`config.mk`:
```
export PLATFORM = sky130hd
export DESIGN_NAME = writeback_arbiter
export DESIGN_NICKNAME = d
export VERILOG_FILES = /design/src/rtl/writeback_arbiter.sv
export SDC_FILE = /design/constraint.sdc
export NUM_CORES = 1
export LEC_CHECK = 0
export ABC_AREA = 1
export BUFFER_PORTS_ARGS = -buffer_cell sky130_fd_sc_hd__buf_4
export CORE_AREA = 2 2 177 179
export DETAILED_ROUTE_END_ITERATION = 8
export DIE_AREA = 0 0 179 181
export PLACE_DENSITY_LB_ADDON = 0.08
export SYNTH_ARGS = -nofsm -noshare
export SYNTH_HDL_FRONTEND = slang
export SYNTH_SLANG_ARGS = --single-unit
export TNS_END_PERCENT = 5
```
`constraint.sdc`:
```
create_clock -name clk_i -period 5.5 [get_ports clk_i]
set_input_delay 0.55 -clock clk_i [delete_from_list [all_inputs] [get_ports clk_i]]
set_output_delay 0.55 -clock clk_i [all_outputs]
set_load 0.05 [all_outputs]
```
`src/rtl/writeback_arbiter.sv`:
```
// writeback_arbiter: per-source result FIFOs arbitrated onto one registered
// register-file write port, with a combinational pending-write scoreboard.
// Build option: define WB_RR_ARB_EN for round-robin arbitration; otherwise the
// lowest-indexed non-empty source wins (fixed priority).
//
// Handshake: a push on source k completes when src_valid_i[k] && src_ready_o[k]
// at a rising edge. src_ready_o[k] depends only on registered FIFO occupancy,
// never on same-cycle valid or pop. A push to rd==0 completes but stores nothing.
module writeback_arbiter #(
    parameter int XLEN    = 32,
    parameter int NUM_SRC = 4,
    parameter int DEPTH   = 2
) (
    input  logic                                   clk_i,
    input  logic                                   rst_i,
    input  logic [NUM_SRC-1:0]                     src_valid_i,
    output logic [NUM_SRC-1:0]                     src_ready_o,
    input  logic [NUM_SRC-1:0][4:0]                src_rd_i,
    input  logic [NUM_SRC-1:0][XLEN-1:0]           src_data_i,
    input  logic                                   flush_i,
    input  logic                                   stall_i,
    output logic                                   rf_we_o,
    output logic [4:0]                             rf_waddr_o,
    output logic [XLEN-1:0]                        rf_wdata_o,
    input  logic [1:0][4:0]                        query_rs_i,
    output logic [1:0]                             query_hit_o,
    output logic [$clog2(NUM_SRC*DEPTH+1)-1:0]     pending_cnt_o
);

    localparam int PW   = $clog2(DEPTH);
    localparam int PTRW = PW + 1;
    localparam int SW   = $clog2(NUM_SRC);
    localparam int CNTW = $clog2(NUM_SRC*DEPTH+1);

    logic [4:0]      rd_mem   [NUM_SRC][DEPTH];
    logic [XLEN-1:0] data_mem [NUM_SRC][DEPTH];
    logic [PTRW-1:0] wr_ptr   [NUM_SRC];
    logic [PTRW-1:0] rd_ptr   [NUM_SRC];

    logic [NUM_SRC-1:0] empty;
    logic [NUM_SRC-1:0] full;
    logic [NUM_SRC-1:0] push;
    logic [CNTW-1:0]    push_cnt;

    logic               grant_found;
    logic [SW-1:0]      grant_idx;
    logic [SW-1:0]      cand;
    int                 arb_idx;

    logic [PTRW-1:0]    occ;
    logic [PW-1:0]      off;

`ifdef WB_RR_ARB_EN
    logic [SW-1:0]      rr_q;
`endif

    // FIFO status and accepted pushes; the wrap bit separates full from empty.
    always_comb begin
        push_cnt = '0;
        for (int k = 0; k < NUM_SRC; k++) begin
            empty[k]       = (wr_ptr[k] == rd_ptr[k]);
            full[k]        = (wr_ptr[k][PW] != rd_ptr[k][PW]) &&
                             (wr_ptr[k][PW-1:0] == rd_ptr[k][PW-1:0]);
            src_ready_o[k] = !full[k];
            push[k]        = src_valid_i[k] && !full[k] && (src_rd_i[k] != 5'd0) && !flush_i;
            push_cnt       = push_cnt + CNTW'(push[k]);
        end
    end

    // Pick one non-empty source to retire, starting the search at rr_q or at 0.
    always_comb begin
        grant_found = 1'b0;
        grant_idx   = '0;
        cand        = '0;
        arb_idx     = 0;
        if (!stall_i && !flush_i) begin
            for (int i = 0; i < NUM_SRC; i++) begin
`ifdef WB_RR_ARB_EN
                arb_idx = (int'(rr_q) + i) % NUM_SRC;
`else
                arb_idx = i;
`endif
                cand = SW'(arb_idx);
                if (!grant_found && !empty[cand]) begin
                    grant_found = 1'b1;
                    grant_idx   = cand;
                end
            end
        end
    end

    // Pointer update; flush and reset both empty every FIFO.
    always_ff @(posedge clk_i) begin
        if (rst_i || flush_i) begin
            for (int k = 0; k < NUM_SRC; k++) begin
                wr_ptr[k] <= '0;
                rd_ptr[k] <= '0;
            end
        end else begin
            for (int k = 0; k < NUM_SRC; k++) begin
                if (push[k])
                    wr_ptr[k] <= wr_ptr[k] + PTRW'(1);
                if (grant_found && (grant_idx == SW'(k)))
                    rd_ptr[k] <= rd_ptr[k] + PTRW'(1);
            end
        end
    end

    // FIFO storage; contents are only meaningful between the pointers.
    always_ff @(posedge clk_i) begin
        for (int k = 0; k < NUM_SRC; k++) begin
            if (push[k]) begin
                rd_mem[k][wr_ptr[k][PW-1:0]]   <= src_rd_i[k];
                data_mem[k][wr_ptr[k][PW-1:0]] <= src_data_i[k];
            end
        end
    end

    // Registered write port: one cycle of rf_we_o per retired entry.
    always_ff @(posedge clk_i) begin
        if (rst_i) begin
            rf_we_o    <= 1'b0;
            rf_waddr_o <= '0;
            rf_wdata_o <= '0;
        end else if (grant_found) begin
            rf_we_o    <= 1'b1;
            rf_waddr_o <= rd_mem[grant_idx][rd_ptr[grant_idx][PW-1:0]];
            rf_wdata_o <= data_mem[grant_idx][rd_ptr[grant_idx][PW-1:0]];
        end else begin
            rf_we_o    <= 1'b0;
        end
    end

    // Queued-entry count, excluding the staged write.
    always_ff @(posedge clk_i) begin
        if (rst_i || flush_i)
            pending_cnt_o <= '0;
        else
            pending_cnt_o <= pending_cnt_o + push_cnt - CNTW'(grant_found);
    end

`ifdef WB_RR_ARB_EN
    // Round-robin pointer moves past the last winner; holds when idle or flushed.
    always_ff @(posedge clk_i) begin
        if (rst_i)
            rr_q <= '0;
        else if (grant_found)
            rr_q <= (grant_idx == SW'(NUM_SRC-1)) ? '0 : grant_idx + SW'(1);
    end
`endif

    // Scoreboard: rsN hits any occupied FIFO slot or the staged write; x0 never hits.
    always_comb begin
        query_hit_o = '0;
        occ         = '0;
        off         = '0;
        for (int q = 0; q < 2; q++) begin
            for (int k = 0; k < NUM_SRC; k++) begin
                occ = wr_ptr[k] - rd_ptr[k];
                for (int j = 0; j < DEPTH; j++) begin
                    off = PW'(j) - rd_ptr[k][PW-1:0];
                    if ((PTRW'(off) < occ) && (rd_mem[k][j] == query_rs_i[q]))
                        query_hit_o[q] = 1'b1;
                end
            end
            if (rf_we_o && (rf_waddr_o == query_rs_i[q]))
                query_hit_o[q] = 1'b1;
            if (query_rs_i[q] == 5'd0)
                query_hit_o[q] = 1'b0;
        end
    end

endmodule
```
==> results by group, run 1 <==
Status
  – Run status: finished, final reports clean

Yosys
  – Cell with the most instances after synthesis: nand2_1
  – Portion of synthesized cell area occupied by the leading cell type: 56.5%
  – Largest cells by area after synthesis: edfxtp_1 (56%), nand2_1 (12%), nand3_1 (8.5%)
  – Commonest cells in the netlist: nand2_1 (530), edfxtp_1 (312), nand3_1 (281)
  – Post-synthesis sequential area ratio: about three fifths
  – Cell count after synthesis: 1739
  – Post-synthesis cell type with the largest combined area: edfxtp_1
  – Count of flip-flops with a built-in enable after synthesis: 312
  – Top FF cell, synth: edfxtp_1
  – Net count of the mapped netlist: 1925
  – Count of warnings emitted by yosys: 0
  – Count of different cell masters after synthesis: 38
  – Number of register bits inferred by synthesis: 354
  – Synth Area per Inst: 9.54 sq um
  – Async SR Flop Fraction: 0%
  – Syn Std Cell Area: 16600 sq um

Floorplanning
  – Core Area: 30300 sq um
  – Starting Density: 54.7%
  – Row count: 64
  – Die Span Y: between 150 and 200 um
  – Die Area: 32400 sq um
  – Die X-Extent: 179 um
  – I/O Pins: ~210

Cells and area
  – Net total in the final layout: 2101
  – Layout cell share with drive strength beyond 1: 15.7%
  – Fillers: 2505
  – Count of non-filler cells in the finished layout: 2342
  – Area taken by flip-flops and latches: about 10000 sq um
  – Multi-input gate area: 5300 sq um
  – Syn-to-layout area delta: 18.2%
  – Final Core Density: 64.6%

Pwr
  – Clock network fraction of design power: 36.5%
  – Sequential share of power: 47.1%
  – Internal power: 4.78 mW
  – Power per cell area: between 300 and 400 nW/um^2
  – Static power due to leakage: 8.42 nW
  – Combinational power share: 16.4%
  – Switching power: 1.86 mW
  – Maximum VDD drop: approximately 250 uV
  – Switching Fraction: around 28%

Min path
  – Worst min-delay path class: in -> reg
  – Worst Min Path Start: src_data_i[14]

Critical path
  – Crit path capture: rf_wdata_o[11]$_SDFFE_PP0P_
  – Data required time of the worst path: 5.97 ns
  – Setup slack, reg-to-reg: between 1.5 and 2 ns
  – Largest stage delay on the critical path: 0.80 ns
  – Largest delay share family, worst path: simple AND/OR/NAND/NOR gates
  – WP buf/inv: 3
  – Critical path depth: 14
  – Startpoint class of the critical path: flop
  – Worst reg2reg path endpoint: rf_wdata_o[11]$_SDFFE_PP0P_
  – Cells along the critical path: ha_1 -> nand3_1 -> nor2_4 -> nand3_2 -> nand2_4 -> buf_4 -> nand4_1 -> nand2_2 -> inv_2 -> nand2_4 -> nand2_1 -> nand3_1 -> nand2_1 -> inv_1
  – Start point of the critical path: wr_ptr[0][0]$_SDFFCE_PN0P_
  – Slowest cell on the critical path: buf_4
  – Worst r2r src: wr_ptr[0][0]$_SDFFCE_PN0P_
  – Setup Crit Path Kind: reg -> reg
  – Worst Setup End Kind: flop
  – Worst path arrival time: 4.40 ns
  – R2r worst-path depth: 14
  – Max Fanout on Critical Path: 82

Clocking
  – CTS resizes: 0
  – Hold-fix buffers, CTS: 0
  – Buffer levels on the longest clock path: 3
  – Number of H-tree levels: 2
  – Num CTS Buffers: 38
  – Sink count of the clock tree: ~350
  – Post-CTS setup-driven buffer insertion count: 0
  – CTS tree: done
  – Clock Root Buffer: clkbuf_16
  – Latest clock arrival within the worst-skew pair: 0.53 ns
  – Clock slew at the register clock pins of the worst setup and hold paths: 0.06 ns

Global routing
  – Global-route total usage across every layer: 29.2%
  – Layer with the highest usage: met1
  – Global-route wire length before repair: just over 70000 um
  – Met3 GRT Util: roughly 5.4%
  – Sum of overflow across all layers after global routing: 0
  – Via count of the first global-routing pass: 12300
  – Met2 capacity usage during global routing: 41.1%
  – Maximum number of pins on one net before global-route repair: 104
  – Number of antenna violations at the first check in global routing: 2
  – Global-route met1 utilization: 46.4%

STA
  – Hold violation count in the final report: 0
  – Final-layout worst hold slack: approximately 0.21 ns
  – Max Slew Vio Count: 0
  – Worst Clk Skew: ~0.011 ns
  – Final-layout setup total negative slack: 0 ns
  – RSZ-0062 raised after global routing: false
  – Fraction of the cycle the final worst path needs: 71.4%
  – Fmax: 255 MHz
  – Relative max-transition margin: 24.1%
  – Setup Viol. Count Final: 0
  – Slew at the pin closest to its max-slew limit: approximately 1.1 ns
  – Fin crit period: 3.93 ns

Routing
  – First-iteration detailed-routing DRC count: 1591
  – Average vias per placed instance: between 5 and 6
  – Mean routed wirelength per cell: 20.1 um
  – Antenna-violating nets left: 0
  – Post-detailed-routing wire length: 47100 um
  – Remaining design rule violation count: 0
  – Number of vias after detailed routing: 13100
  – First-pass DRT Iterations: 6

Place
  – Placer's final routability congestion estimate: 0.932
  – Number of port buffers: 213
  – Post-Place Cells: 2271
  – Estimated wirelength of the detail-placed design: 32000 um

Job
  – Max-cap viol count: 0
[stage by stage]
stage          instance area [sq um]  power [mW]  worst slack, ns
5_1_grt                        19600        6.90             1.25
3_5_place_dp                   18400        4.26             1.64
2_1_floorplan                  16600        3.89             1.72
4_1_cts                        19600        6.67             1.61
3_3_place_gp                   18400        4.24             1.75
6_report                       19600        6.64             1.57
[worst min path at each step]
stage	cells past startpoint	end	slack [ns]
after floorplan	1	rd_ptr[0][0]$_SDFFCE_PN0P_	0.58
after CTS	1	data_mem[1][7]$_DFFE_PP_	0.19
after detailed placement	4	rf_wdata_o[14]$_SDFFE_PP0P_	0.57
final	1	data_mem[0][14]$_DFFE_PP_	0.21
after global placement	4	rf_wdata_o[14]$_SDFFE_PP0P_	0.55
after global routing	1	data_mem[1][39]$_DFFE_PP_	0.19
[layer usage]
metal	wire length [um]	share of wire, %	vias up
met3	4780	10	67
met4	1060	2.2	0
li1	-	-	6169
met2	19900	42	677
met1	21300	45	6214
met5	0	0	-
[worst register-to-register path: cells and delay by family, from the launching register on]
family,cells,cell delay (ns)
adders and majority gates,1,0.37
buffers and inverters,3,0.94
DFF,1,0.51
and+or+nand+nor,10,2.06
[final cells by class]
cell class / count / area share (%)
Clock buffer: 55 / 5.44
Clock inverter: 15 / 0.625
Multi-Input combinational cell: 1109 / 27.0
Inverter: 183 / 3.52
Timing Repair Buffer: 229 / 8.77
Tap cell: 396 / 2.53
Sequential cell: 354 / 52.1
Antenna cell: 1 / 0.0128
[cells in the final DEF, fill, tap and decap left out, types with 10 or more instances in the layout]
| master | netlist | routed |
|---|---|---|
| nor2_1 | 106 | 98 |
| a221oi_1 | 13 | 13 |
| xnor2_1 | 13 | 13 |
| clkbuf_1 | 32 | 13 |
| ha_1 | 17 | 17 |
| buf_4 | 6 | 229 |
| o22ai_1 | 28 | 28 |
| xor2_1 | 18 | 18 |
| nand3_1 | 281 | 281 |
| inv_1 | 171 | 171 |
| clkbuf_16 | 0 | 39 |
| edfxtp_1 | 312 | 312 |
| nand2_1 | 530 | 530 |
| clkinv_1 | 7 | 12 |
| nor3_1 | 28 | 28 |
| a21oi_1 | 33 | 33 |
| dfxtp_1 | 42 | 42 |
| nor2_4 | 1 | 10 |
[kinds of logic after synthesis]
kind of cell / share of synthesized area, %
simple gates: 25.0
xor+xnor: 1.64
fa+ha+maj: 1.64
compound gates: 3.31
buf+inv: 6.91
flops: 61.5
[state kept, by name (all words and copies together), names as in the netlist]
signal         cells
rd_ptr             8
rf_we_o            1
rd_mem            40
rf_wdata_o        32
wr_ptr             8
pending_cnt_o      4
rf_waddr_o         5
data_mem         256
[power groups by stage]
stage | clock, mW | sequential, mW | combinational [mW]
after CTS | 2.46 | 3.13 | 1.08
after floorplan | 0 | 3.26 | 0.624
after global placement | 0 | 3.18 | 1.06
after global routing | 2.57 | 3.14 | 1.19
final | 2.43 | 3.13 | 1.09
after detailed placement | 0 | 3.18 | 1.08
No activity file was read; power rests on OpenSTA's default activity.
==> run 2: changes to the inputs <==
==> constraint.sdc (replaced) <==
create_clock -name clk_i -period 3.9 [get_ports clk_i]
set_input_delay 0.39 -clock clk_i [delete_from_list [all_inputs] [get_ports clk_i]]
set_output_delay 0.39 -clock clk_i [all_outputs]
set_load 0.05 [all_outputs]
==> run 2 against run 1 <==
  * Design area is 0.73% higher
  * Routed wire length shrank 0.64%
  * Sequential share of layout area shrank 0.38 points
  * Setup slack lost 1.2 ns
  * Core utilization is 0.47 points higher
  * Maximum frequency is 12% higher
  * Flip-flop and latch count unchanged
  * Non-clock buffer count is 3 higher
  * Cell count rose by 0.17%
  * Critical path type unchanged
==> results by group, run 2 (synthesis results as in run 1) <==
Critical path
  – Setup slack, reg-to-reg: between 0.3 and 0.4 ns
  – Max Fanout on Critical Path: 7
  – Data required time of the worst path: 4.35 ns
  – Worst Setup End Kind: flop
  – Worst r2r src: wr_ptr[0][0]$_SDFFCE_PN0P_
  – Startpoint class of the critical path: flop
  – Setup Crit Path Kind: reg -> reg
  – R2r worst-path depth: 13
  – Worst reg2reg path endpoint: pending_cnt_o[1]$_SDFF_PP0_
  – Worst path arrival time: 3.95 ns

Floorplanning
  – Core Area: 30300 sq um
  – Die Area: 32400 sq um
  – I/O Pins: between 200 and 250
  – Row count: 64
  – Die Span Y: 181 um
  – Starting Density: 54.7%
  – Die X-Extent: about 180 um

Global routing
  – Sum of overflow across all layers after global routing: 0
  – Via count of the first global-routing pass: 12200
  – Maximum number of pins on one net before global-route repair: around 110
  – Global-route total usage across every layer: 29.0%
  – Number of antenna violations at the first check in global routing: 1
  – Global-route wire length before repair: slightly above 70000 um

Cells and area
  – Most common cell after layout, fill and taps aside: nand2_1
  – Finished Cell Area: around 20000 sq um
  – Syn-to-layout area delta: 19.0%
  – Net total in the final layout: roughly 2100
  – Max reg flops: 256
  – Layout cell share with drive strength beyond 1: 16.1%
  – Commonest cells after routing, fill and taps aside: nand2_1 (530), edfxtp_1 (312), nand3_1 (281)

STA
  – Relative max-transition margin: 40.7%
  – Final-layout setup total negative slack: 0 ns
  – Fin crit period: 3.50 ns
  – Max Slew Vio Count: 0
  – Fmax: 286 MHz
  – RSZ-0062 raised after global routing: false
  – Worst Clk Skew: ~0.019 ns
  – Hold violation count in the final report: 0
  – Slew at the pin closest to its max-slew limit: 0.889 ns
  – Setup Viol. Count Final: 0
  – Fraction of the cycle the final worst path needs: around 90%

Routing
  – Mean routed wirelength per cell: 19.9 um
  – First-iteration detailed-routing DRC count: ~1500
  – Average vias per placed instance: 5.53
  – Antenna-violating nets left: 0
  – Remaining design rule violation count: 0
  – First-pass DRT Iterations: 6
  – Wire length on met2: ~20000 um
  – Post-detailed-routing wire length: between 40000 and 50000 um
  – Number of vias after detailed routing: ~13000
  – Routed met3 length: 4650 um
  – Highest metal layer with signal wires: met4
  – Wire length on met1: 21300 um

Pwr
  – Maximum VDD drop: between 300 and 400 uV
  – Power per cell area: 486 nW/um^2
  – Static power due to leakage: 8.48 nW
  – Pwr Total: 9.60 mW

Clocking
  – Buffer levels on the longest clock path: 3
  – Latest clock arrival within the worst-skew pair: 0.53 ns
  – Number of H-tree levels: 2
  – CTS tree: done
  – Hold-fix buffers, CTS: 0
  – CTS resizes: 0
  – Sink count of the clock tree: 354
  – Post-CTS setup-driven buffer insertion count: 0
  – Clock slew at the register clock pins of the worst setup and hold paths: 0.06 ns
  – Num CTS Buffers: 39
  – Clock Root Buffer: clkbuf_16

Place
  – Number of port buffers: 213
  – Placer's final routability congestion estimate: between 0.9 and 1
  – Post-detailed-placement cell area: 18500 sq um
  – Estimated wirelength of the detail-placed design: 31800 um

Min path
  – Worst Hold End: data_mem[3][11]$_DFFE_PP_
  – Worst Min Path Start: src_data_i[107]
  – Worst min-delay path class: in -> reg
  – WHS Path Cells: 1

Job
  – Max-cap viol count: 0

Status
  – Run status: finished, final reports clean
[run 2: changes by cell type in the layout (fill, tap and decap cells not counted)]
cell | previous run | this run
clkbuf_8 | 3 | 4
inv_6 | 0 | 1
clkinv_1 | 12 | 11
buf_12 | 0 | 3
clkbuf_1 | 13 | 10
clkinvlp_4 | 1 | 3
bufinv_16 | 1 | 3
clkinv_8 | 2 | 1
clkbuf_16 | 39 | 40
clkinv_4 | 1 | 0
[run 2: where the power goes]
| part | total [mW] | switching [mW] | internal (mW) |
|---|---|---|---|
| sequential | 4.41 | 0.0933 | 4.31 |
| clock | 3.64 | 1.48 | 2.17 |
| combinational | 1.56 | 1.08 | 0.473 |
[run 2: through the flow]
stage | instances | setup slack, ns | util (%) | hold WS (ns)
2_1_floorplan | 1739 | 0.120 | - | 0.489
3_3_place_gp | 2274 | 0.537 | 60.9 | 0.550
3_5_place_dp | 2274 | 0.441 | 60.9 | 0.555
4_1_cts | 2345 | 0.429 | 65.1 | 0.0209
5_1_grt | 2346 | 0.233 | 65.1 | 0.0236
6_report | 2346 | 0.399 | 65.1 | 0.0390
[run 2: how the worst max path moves through the flow]
stage	startpoint	to	cells after the start
CTS	wr_ptr[1][0]$_SDFFCE_PN0P_	pending_cnt_o[1]$_SDFF_PP0_	13
global route	rd_ptr[0][0]$_SDFFCE_PN0P_	pending_cnt_o[3]$_SDFF_PP0_	16
global placement	wr_ptr[1][0]$_SDFFCE_PN0P_	pending_cnt_o[1]$_SDFF_PP0_	13
detailed placement	wr_ptr[1][0]$_SDFFCE_PN0P_	pending_cnt_o[1]$_SDFF_PP0_	13
floorplan	rd_ptr[1][0]$_SDFFCE_PN0P_	data_mem[1][0]$_DFFE_PP_	7
finish	wr_ptr[0][0]$_SDFFCE_PN0P_	pending_cnt_o[1]$_SDFF_PP0_	13
[run 2: worst max-delay path, stage by stage (launching register included)]
cell and delay [ns]:
edfxtp_1 0.49, ha_1 0.37, nand3_1 0.13, nor2_4 0.15, nand3_1 0.09, nand2_1 0.30, inv_2 0.07, ha_1 0.31
fa_1 0.48, inv_1 0.05, fa_1 0.38, inv_1 0.08, fa_1 0.41, nor2_1 0.11
[run 2: final cells by class]
cell class	instances	area, sq um
fill	2453	10600
antenna	1	2.50
sequential	354	10200
clock buffer	54	1090
inverter	183	689
multi-input combinational	1109	5300
clock inverter	17	178
timing repair buffer	232	1780
tap	396	495
[run 2: metal layers]
layer	global-route usage, %	vias to the layer above
met5	0	-
met2	40.7	662
li1	-	6169
met4	8.13	0
met1	45.6	6063
met3	5.79	76
